<file path="src/rtl/ex2_mem_resp.sv">
// rtl/ex2_mem_resp.sv - EX2 load/store response stage: waits on dcache, aligns/extends load data,
// holds the result for writeback and drops the in-flight response after a flush.
module ex2_mem_resp (
  input  logic        clk,
  input  logic        aresetn,
  input  logic        flush,
  input  logic        ex1_mem_valid,
  input  logic        ex1_mem_op,
  input  logic [1:0]  ex1_mem_size,
  input  logic        ex1_mem_unsigned,
  input  logic        ex1_mem_atom,
  input  logic [1:0]  ex1_addr_low,
  input  logic [4:0]  ex1_rd,
  output logic        ex2_allowin,
  input  logic        dcache_resp_valid,
  input  logic [31:0] dcache_rdata,
  input  logic        wb_allowin,
  output logic        mem_wb_valid,
  output logic [4:0]  mem_wb_rd,
  output logic [31:0] mem_wb_data,
  output logic        mem_fwd_valid,
  output logic        mem_busy
);

  typedef enum logic [1:0] {S_IDLE, S_WAIT, S_HOLD, S_DRAIN} state_t;

  state_t      state, state_nxt;
  logic        req_op, req_unsigned, req_atom;
  logic [1:0]  req_size, req_addr;
  logic [4:0]  req_rd;
  logic        accept, capture, hold_clear;
  logic [7:0]  byte_sel;
  logic [15:0] half_sel;
  logic [31:0] result_data;
  logic [4:0]  result_rd;

  assign ex2_allowin   = ~flush & ((state == S_IDLE) | ((state == S_HOLD) & wb_allowin));
  assign accept        = ex1_mem_valid & ex2_allowin;
  assign capture       = (state == S_WAIT) & dcache_resp_valid & ~flush;
  assign hold_clear    = (state == S_HOLD) & (wb_allowin | flush);
  assign mem_fwd_valid = mem_wb_valid & (mem_wb_rd != 5'd0);
  assign mem_busy      = (state == S_WAIT);

  always_comb begin
    state_nxt = state;
    case (state)
      S_IDLE:  if (accept) state_nxt = S_WAIT;
      S_WAIT: begin
        if (flush)                  state_nxt = dcache_resp_valid ? S_IDLE : S_DRAIN;
        else if (dcache_resp_valid) state_nxt = S_HOLD;
      end
      S_HOLD: begin
        if (flush)           state_nxt = S_IDLE;
        else if (wb_allowin) state_nxt = accept ? S_WAIT : S_IDLE;
      end
      // The single outstanding response retires the drain even if flush is still high.
      S_DRAIN: if (dcache_resp_valid) state_nxt = S_IDLE;
      default: state_nxt = S_IDLE;
    endcase
  end

  always_comb begin
    byte_sel = dcache_rdata[7:0];
    case (req_addr)
      2'd0: byte_sel = dcache_rdata[7:0];
      2'd1: byte_sel = dcache_rdata[15:8];
      2'd2: byte_sel = dcache_rdata[23:16];
      2'd3: byte_sel = dcache_rdata[31:24];
      default: byte_sel = dcache_rdata[7:0];
    endcase
    half_sel    = req_addr[1] ? dcache_rdata[31:16] : dcache_rdata[15:0];
    result_data = dcache_rdata;
    result_rd   = req_rd;
    if (req_op) begin
      result_data = req_atom ? {31'b0, dcache_rdata[0]} : 32'b0;
      if (!req_atom) result_rd = 5'd0;
    end else if (!req_atom) begin
      case (req_size)
        2'd0:    result_data = {{24{~req_unsigned & byte_sel[7]}}, byte_sel};
        2'd1:    result_data = {{16{~req_unsigned & half_sel[15]}}, half_sel};
        default: result_data = dcache_rdata;
      endcase
    end
  end

  always_ff @(posedge clk or negedge aresetn) begin
    if (!aresetn) begin
      state        <= S_IDLE;
      req_op       <= 1'b0;
      req_size     <= 2'd0;
      req_unsigned <= 1'b0;
      req_atom     <= 1'b0;
      req_addr     <= 2'd0;
      req_rd       <= 5'd0;
      mem_wb_valid <= 1'b0;
      mem_wb_rd    <= 5'd0;
      mem_wb_data  <= 32'd0;
    end else begin
      state <= state_nxt;
      if (accept) begin
        req_op       <= ex1_mem_op;
        req_size     <= ex1_mem_size;
        req_unsigned <= ex1_mem_unsigned;
        req_atom     <= ex1_mem_atom;
        req_addr     <= ex1_addr_low;
        req_rd       <= ex1_rd;
      end
      if (capture) begin
        mem_wb_valid <= 1'b1;
        mem_wb_rd    <= result_rd;
        mem_wb_data  <= result_data;
      end else if (hold_clear) begin
        mem_wb_valid <= 1'b0;
      end
    end
  end

endmodule

</file>
<file path="config.mk">
export PLATFORM = sky130hd
export DESIGN_NAME = ex2_mem_resp
export DESIGN_NICKNAME = d
export VERILOG_FILES = /design/src/rtl/ex2_mem_resp.sv
export SDC_FILE = /design/constraint.sdc
export NUM_CORES = 1
export LEC_CHECK = 0
export ABC_CLOCK_PERIOD_IN_PS = 4600
export BUFFER_PORTS_ARGS = -buffer_cell sky130_fd_sc_hd__buf_4
export CORE_ASPECT_RATIO = 0.75
export CORE_MARGIN = 2
export CORE_UTILIZATION = 35
export DETAILED_ROUTE_END_ITERATION = 7
export PLACE_DENSITY_LB_ADDON = 0.12
export SETUP_SLACK_MARGIN = 0.2
export SLEW_MARGIN = 40
export SYNTH_ARGS = -nofsm -noshare
export SYNTH_HDL_FRONTEND = slang
export SYNTH_SLANG_ARGS = --single-unit
export TNS_END_PERCENT = 50
</file>
<file path="constraint.sdc">
create_clock -name clk -period 4.6 [get_ports clk]
set_input_delay 0.92 -clock clk [delete_from_list [all_inputs] [get_ports clk]]
set_output_delay 0.92 -clock clk [all_outputs]
set_load 0.02 [all_outputs]
</file>
==> impl_table.tex, run 1 <==
\begin{tabular}{lr}
\hline
Metric & Value \\
\hline
\multicolumn{2}{l}{\textbf{Final layout}} \\
Top library cells by usage in the layout, fill and taps aside & 91 x buf\_4, 52 x dfrtp\_1, 29 x nand2\_1 \\
Final layout net count & 362 \\
Area growth syn-to-layout & 35.4\% \\
Layout fillers & 661 \\
Fraction of layout instances using a drive strength above 1 & 44.2\% \\
Antenna cells & 0 \\
Most common cell after layout, fill and taps aside & buf\_4 \\
Final Util & 49.4\% \\
\multicolumn{2}{l}{\textbf{Setup path}} \\
Arrival time worst endpoint & 1.66 ns \\
Beginning of the worst register-to-register path & req\_addr[1]\$\_DFFE\_PN0P\_ \\
Worst setup path startpoint & wb\_allowin \\
Critical path type & input pin to output port \\
Critical path endpoint category & output port \\
Critical path peak fanout & 3 \\
Data required time of the worst path & 3.68 ns \\
Kind of start point of the critical path & input pin \\
\multicolumn{2}{l}{\textbf{Power}} \\
Worst supply voltage drop on vdd & 0.194 mV \\
Static leakage & 1.62 nW \\
Post-route total power & 1.92 mW \\
Power Dens Cells & 566 mW/mm\^{}2 \\
\multicolumn{2}{l}{\textbf{Route}} \\
Post-route ant nets & 0 \\
Number of vias after detailed routing & 2083 \\
Number of DRC violations after detailed routing & 0 \\
Post-Route WL & 6920 um \\
TritonRoute pass-1 iters & 4 \\
Initial detailed-routing violation count & 98 \\
Via count normalized by instance count & 5.08 \\
Routed length per placed instance & 16.9 um \\
\multicolumn{2}{l}{\textbf{Clock tree}} \\
Clk slew on worst S/H paths & 0.09 ns \\
Resize count post-CTS & 0 \\
Maximum level of the CTS H-tree & 2 \\
CTS Sinks & 52 \\
Hold Buf Count CTS & 0 \\
Number of buffers added by the clock tree synthesis step & 5 \\
Number of setup buffers added after CTS & 0 \\
Clock latency at the later pin of the worst-skew pair & 0.31 ns \\
Clock buffer depth & 2 \\
Clock tree from TritonCTS & done \\
Clock root buffer & clkbuf\_8 \\
\multicolumn{2}{l}{\textbf{Synthesis}} \\
Sequential area share after synthesis & 52.0\% \\
Cell count after synthesis & 228 \\
Flip-flop and latch count after synthesis & 52 \\
Synth area leader & dfrtp\_1 \\
Synthesized area & 0.00250 mm\^{}2 \\
Mean cell area of the mapped netlist & 11.0 um\^{}2 \\
Post-Synthesis Net Count & 278 \\
Fraction of synthesized cell area taken by the top area cell type & 52.0\% \\
Leading register cell type out of synthesis & dfrtp\_1 \\
Post-synthesis cell type count & 36 \\
Synth area leaders & dfrtp\_1 52\%, mux2\_2 9.0\%, o21ai\_0 5.2\% \\
Share of flip-flops with an asynchronous set or reset after synthesis & 100\% \\
Warning count from the yosys run & 0 \\
Number of flops mapped to enable cells by yosys & 0 \\
\multicolumn{2}{l}{\textbf{Floorplan}} \\
Site row count & 26 \\
Number of I/O pins & 91 \\
Initial cell density of the core & 36.5\% \\
Floorplan die area & 0.00785 mm\^{}2 \\
Die extent in x & 102 um \\
Placeable Area & 0.00686 mm\^{}2 \\
Die Ht & 77.2 um \\
\multicolumn{2}{l}{\textbf{Global routing}} \\
Total routing usage reported by global routing & 18.2\% \\
Maximum number of pins on one net before global-route repair & 53 \\
Via count of the first global-routing pass & 2076 \\
Grt ovf & 0 \\
Number of antenna violations at the first check in global routing & 0 \\
Wire length of the first global-routing pass & 11000 um \\
\multicolumn{2}{l}{\textbf{Timing}} \\
Unrepaired setup endpoints after global routing & no \\
Worst slew margin relative to its limit & 48.7\% \\
Actual slew at the worst max-slew pin & 0.766 ns \\
Setup Total Neg Slack & 0 ns \\
Crit share post-route & 56.0\% \\
Final hold vios & 0 \\
Shortest period the worst path allows & 2.58 ns \\
Final count of negative-setup-slack endpoints & 0 \\
Post-route clock skew & 0.00786 ns \\
Final hold slack & 0.490 ns \\
Worst Slack Setup Final & 2.02 ns \\
Max frequency & 388 MHz \\
Pins Over Slew Limit & 0 \\
\multicolumn{2}{l}{\textbf{Place}} \\
Detail Placement HPWL & 5020 um \\
Gpl congestion & 0.816 \\
Placement Setup Slack & 1.79 ns \\
Number of input and output port buffers inserted & 90 \\
\multicolumn{2}{l}{\textbf{Hold path}} \\
Hold path startpoint & mem\_wb\_data[8]\$\_DFFE\_PN0P\_ \\
Path type of the worst min-delay path & flop to flop \\
\multicolumn{2}{l}{\textbf{Outcome}} \\
Status & finished clean \\
\multicolumn{2}{l}{\textbf{Run}} \\
Max-capacitance violation count & 0 \\
\hline
\end{tabular}
## critical path, cell delays in order
cell and delay [ns]:
buf_4 0.09, inv_1 0.03, a211oi_1 0.39, buf_4 0.22
## registers in the layout, indices dropped and copies added (netlist names), 2 cells and up
name,cells
req_rd,5
mem_wb_data,32
state,2
mem_wb_rd,5
req_addr,2
req_size,2
## layout make-up
cell class / instances / area (um^2) / share of cell area, %
repair buffers: 92 / 694 / 20.5
flip-flops and latches: 52 / 1300 / 38.4
well taps: 98 / 123 / 3.62
clock buffers: 5 / 68.8 / 2.03
clock inverters: 2 / 60.1 / 1.77
multi-input cells: 159 / 1140 / 33.5
inverters: 2 / 7.51 / 0.221
## final timing paths
kind	endpoint	slack [ns]	cells after the start
min	mem_wb_data[8]$_DFFE_PN0P_	0.49	2
min in group asynchronous	mem_wb_valid$_DFFE_PN0P_	0.63	1
max in group asynchronous	mem_wb_data[5]$_DFFE_PN0P_	3.53	1
max reg2reg	mem_wb_data[9]$_DFFE_PN0P_	2.24	4
max	ex2_allowin	2.02	4
min reg2reg	mem_wb_data[8]$_DFFE_PN0P_	0.49	2
## where the power goes
part           internal [mW]  total [mW]  switching (mW)
combinational          0.383       0.786           0.402
sequential             0.622       0.768           0.147
clock                  0.214       0.365           0.151
## cells in the mapped netlist, types with 3 or more instances
cell       n
a221o_1    7
a221o_2   10
nor2b_1    4
a21oi_1    4
buf_2      3
dfrtp_1   52
a21boi_0   7
nand2_1   29
a21o_1     3
o21ai_0   26
clkbuf_1   9
nor2_1    12
o31ai_1    4
mux2_2    20
a211oi_1   7
and3_1     4
## layer usage
layer  share of wire (%)  track usage [%]  vias to the layer above
met1                  49             27.5                     1009
met5                   0                0                        -
met3                 5.4             3.83                        8
met2                  44             26.4                       58
li1                    -                -                     1008
met4                0.94             4.46                        0
## kinds of logic after synthesis
logic type             share of synthesized area, %
AOI/OAI and AO/OA                              21.9
buffers and inverters                          3.30
DFF                                            52.0
muxes                                          10.7
and+or+nand+nor                                12.1
## metrics by stage
stage               area [um^2]  std cells
global route               3390        410
detailed placement         3260        403
finish                     3390        410
floorplan                  2500        228
global placement           3240        402
CTS                        3380        410
Power figures use the tool's default switching activity.
==> run 2: changes to the inputs <==
- ABC_CLOCK_PERIOD_IN_PS: 4600 -> 2400
- clock period: 4.6 -> 2.4 ns (I/O delays scaled with it)
==> run 2 against run 1 <==
  * Via count rose by 0.43%
  * Clock power rose by 41%
  * Worst hold slack worse by 0.30 ns
  * Routed wire length down 1.8%
  * Count of clock-buffer cells in the layout increased by 1
  * Worst setup slack worse by 1.7 ns
  * Critical path type is now flop to output port
  * Largest cell class unchanged
==> impl_table.tex, run 2 (same netlist as run 1, synthesis figures left out) <==
\begin{tabular}{lr}
\hline
Metric & Value \\
\hline
\multicolumn{2}{l}{\textbf{Outcome}} \\
Status & finished clean \\
\multicolumn{2}{l}{\textbf{Final layout}} \\
Biggest regs & mem\_wb\_data: 32 flops, mem\_wb\_rd: 5 flops, req\_rd: 5 flops \\
Max reg flops & 32 (unchanged) \\
Area growth syn-to-layout & 36.4\% \\
Most common cell after layout, fill and taps aside & buf\_4 \\
Final Util & 49.7\% (+0.35 points) \\
Top library cells by usage in the layout, fill and taps aside & 102 x buf\_4, 52 x dfrtp\_1, 29 x nand2\_1 \\
Antenna cells & 0 (unchanged) \\
Register bank with the most flops & mem\_wb\_data \\
Fraction of layout instances using a drive strength above 1 & 45.2\% (+0.97 points) \\
Final layout net count & 372 (+2.8\%) \\
Post-route non-filler standard cell count & 421 (+2.7\%) \\
\multicolumn{2}{l}{\textbf{Setup path}} \\
Arrival time worst endpoint & 1.58 ns (-0.08 ns) \\
Critical path endpoint category & output port \\
Cell-by-cell listing of the critical path & or4\_1, o21a\_1, buf\_4 \\
Kind of start point of the critical path & flop \\
Data required time of the worst path & 1.92 ns (-1.76 ns) \\
Category of cells accounting for the largest share of critical-path delay & simple AND/OR/NAND/NOR gates \\
Critical path peak fanout & 3 (unchanged) \\
Number of buffer and inverter stages on the critical path & 1 (-2) \\
Critical path type & flop to output port \\
Crit path max-delay cell type & or4\_1 \\
Slowest stage delay, CP & 0.55 ns (+0.16 ns) \\
\multicolumn{2}{l}{\textbf{Clock tree}} \\
Hold Buf Count CTS & 0 (unchanged) \\
Maximum level of the CTS H-tree & 2 (unchanged) \\
Clock root buffer & clkbuf\_8 \\
Number of setup buffers added after CTS & 0 (unchanged) \\
Clock latency at the later pin of the worst-skew pair & 0.30 ns (about the same) \\
CTS Sinks & 52 (unchanged) \\
Clock tree from TritonCTS & done \\
Number of buffers added by the clock tree synthesis step & 5 (unchanged) \\
Resize count post-CTS & 0 (unchanged) \\
Clk slew on worst S/H paths & 0.09 ns (about the same) \\
Clock buffer depth & 2 (unchanged) \\
\multicolumn{2}{l}{\textbf{Timing}} \\
Max frequency & 485 MHz \\
Actual slew at the worst max-slew pin & 0.655 ns (-0.111 ns) \\
Shortest period the worst path allows & 2.06 ns \\
Unrepaired setup endpoints after global routing & no \\
Final count of negative-setup-slack endpoints & 0 (unchanged) \\
Crit share post-route & 86.0\% \\
Setup Total Neg Slack & 0 ns (unchanged) \\
Post-route clock skew & 0.00404 ns (-0.00382 ns) \\
Worst slew margin relative to its limit & 56.4\% (+7.6 points) \\
Final hold vios & 0 (unchanged) \\
Pins Over Slew Limit & 0 (unchanged) \\
\multicolumn{2}{l}{\textbf{Global routing}} \\
Total routing usage reported by global routing & 18.4\% (+0.20 points) \\
Maximum number of pins on one net before global-route repair & 53 (unchanged) \\
Met1 usage & 28.7\% (+1.2 points) \\
Via count of the first global-routing pass & 2086 (+0.48\%) \\
M2 GR Usage & 25.0\% (-1.4 points) \\
Most congested layer reported by global routing & met1 \\
Grt ovf & 0 (unchanged) \\
Wire length of the first global-routing pass & 11100 um (+1.4\%) \\
Fraction of met3 tracks used by global routing & 4.38\% (+0.55 points) \\
Number of antenna violations at the first check in global routing & 0 (unchanged) \\
\multicolumn{2}{l}{\textbf{Route}} \\
Number of DRC violations after detailed routing & 0 (unchanged) \\
Number of vias after detailed routing & 2092 (+0.43\%) \\
TritonRoute pass-1 iters & 4 (unchanged) \\
Post-route ant nets & 0 (unchanged) \\
Post-Route WL & 6800 um (-1.8\%) \\
Via count normalized by instance count & 4.97 (-2.2\%) \\
Initial detailed-routing violation count & 97 (-1.0\%) \\
Routed length per placed instance & 16.1 um (-4.4\%) \\
\multicolumn{2}{l}{\textbf{Floorplan}} \\
Site row count & 26 (unchanged) \\
Die Ht & 77.2 um (unchanged) \\
Placeable Area & 0.00686 mm\^{}2 (unchanged) \\
Floorplan die area & 0.00785 mm\^{}2 (unchanged) \\
Die extent in x & 102 um (unchanged) \\
Initial cell density of the core & 36.5\% (unchanged) \\
Number of I/O pins & 91 (unchanged) \\
\multicolumn{2}{l}{\textbf{Power}} \\
Static leakage & 1.66 nW (+2.2\%) \\
Worst supply voltage drop on vdd & 0.297 mV (+53\%) \\
Power Dens Cells & 1030 mW/mm\^{}2 (+82\%) \\
\multicolumn{2}{l}{\textbf{Place}} \\
Number of input and output port buffers inserted & 90 (unchanged) \\
Placed Instances & 413 (+2.5\%) \\
Detail Placement HPWL & 5060 um (+0.93\%) \\
Gpl congestion & 0.791 (-3.1\%) \\
\multicolumn{2}{l}{\textbf{Hold path}} \\
Path type of the worst min-delay path & input pin to asynchronous set/reset pin \\
\multicolumn{2}{l}{\textbf{Run}} \\
Max-capacitance violation count & 0 (unchanged) \\
\hline
\end{tabular}
[run 2: cell types whose count changed in the layout (fill, tap and decap cells not counted)]
cell / delta
buf_4: +11
bufinv_16: -2
clkinv_2: +2
nor2_1: +2
nor2_2: -2
buf_6: -1
clkbuf_8: +1
nor4b_1: +1
nor4b_2: -1
[run 2: where the power goes]
group          total (mW)  switching (mW)  internal [mW]
combinational        1.57           0.808          0.761
clock               0.516           0.285          0.231
sequential           1.43           0.235           1.19
[run 2: path summary, 6_finish.rpt]
| kind | startpoint | endpoint | slack [ns] | cells past startpoint |
|---|---|---|---|---|
| worst max register to register | req_atom$_DFFE_PN0P_ | mem_wb_data[0]$_DFFE_PN0P_ | 0.47 | 4 |
| worst min-delay path | aresetn | mem_wb_valid$_DFFE_PN0P_ | 0.19 | 1 |
| worst max-delay path | mem_wb_rd[0]$_DFFE_PN0P_ | mem_fwd_valid | 0.34 | 3 |
| min in group clk | ex1_mem_valid | state[0]$_DFFE_PN0P_ | 0.38 | 2 |
| worst min register to register | mem_wb_data[12]$_DFFE_PN0P_ | mem_wb_data[12]$_DFFE_PN0P_ | 0.49 | 2 |
| max in group asynchronous | aresetn | req_size[0]$_DFFE_PN0P_ | 1.76 | 1 |
[run 2: through the flow]
step | cell area [um^2] | setup WS [ns] | hold slack, ns | total power, mW
2_1_floorplan | 2500 | 0.337 | 0.184 | 2.29
4_1_cts | 3410 | 0.327 | 0.220 | 3.54
3_3_place_gp | 3320 | 0.430 | 0.473 | 3.01
5_1_grt | 3410 | 0.273 | 0.258 | 3.75
3_5_place_dp | 3320 | 0.423 | 0.477 | 3.03
6_report | 3410 | 0.336 | 0.192 | 3.51
[run 2: cell type report]
cell class              count  area (um^2)
fillers                   660         3450
flip-flops and latches     52         1300
multi-input cells         159         1120
repair buffers            102          766
well taps                  98          123
clock buffers               6         82.6
clock inverters             2         10.0
inverters                   2         7.51
[run 2: layer usage]
| layer | vias to the layer above | share of wire [%] |
|---|---|---|
| met5 | - | 0 |
| met4 | 0 | 0.66 |
| met3 | 4 | 5.5 |
| met2 | 50 | 43 |
| met1 | 1008 | 51 |
| li1 | 1030 | - |
[run 2: worst register-to-register path: stages, from the launching register on]
cell and delay (ns):
dfrtp_1 0.47, or4b_2 0.84, nor2_1 0.14, a21oi_1 0.05, a221o_1 0.32
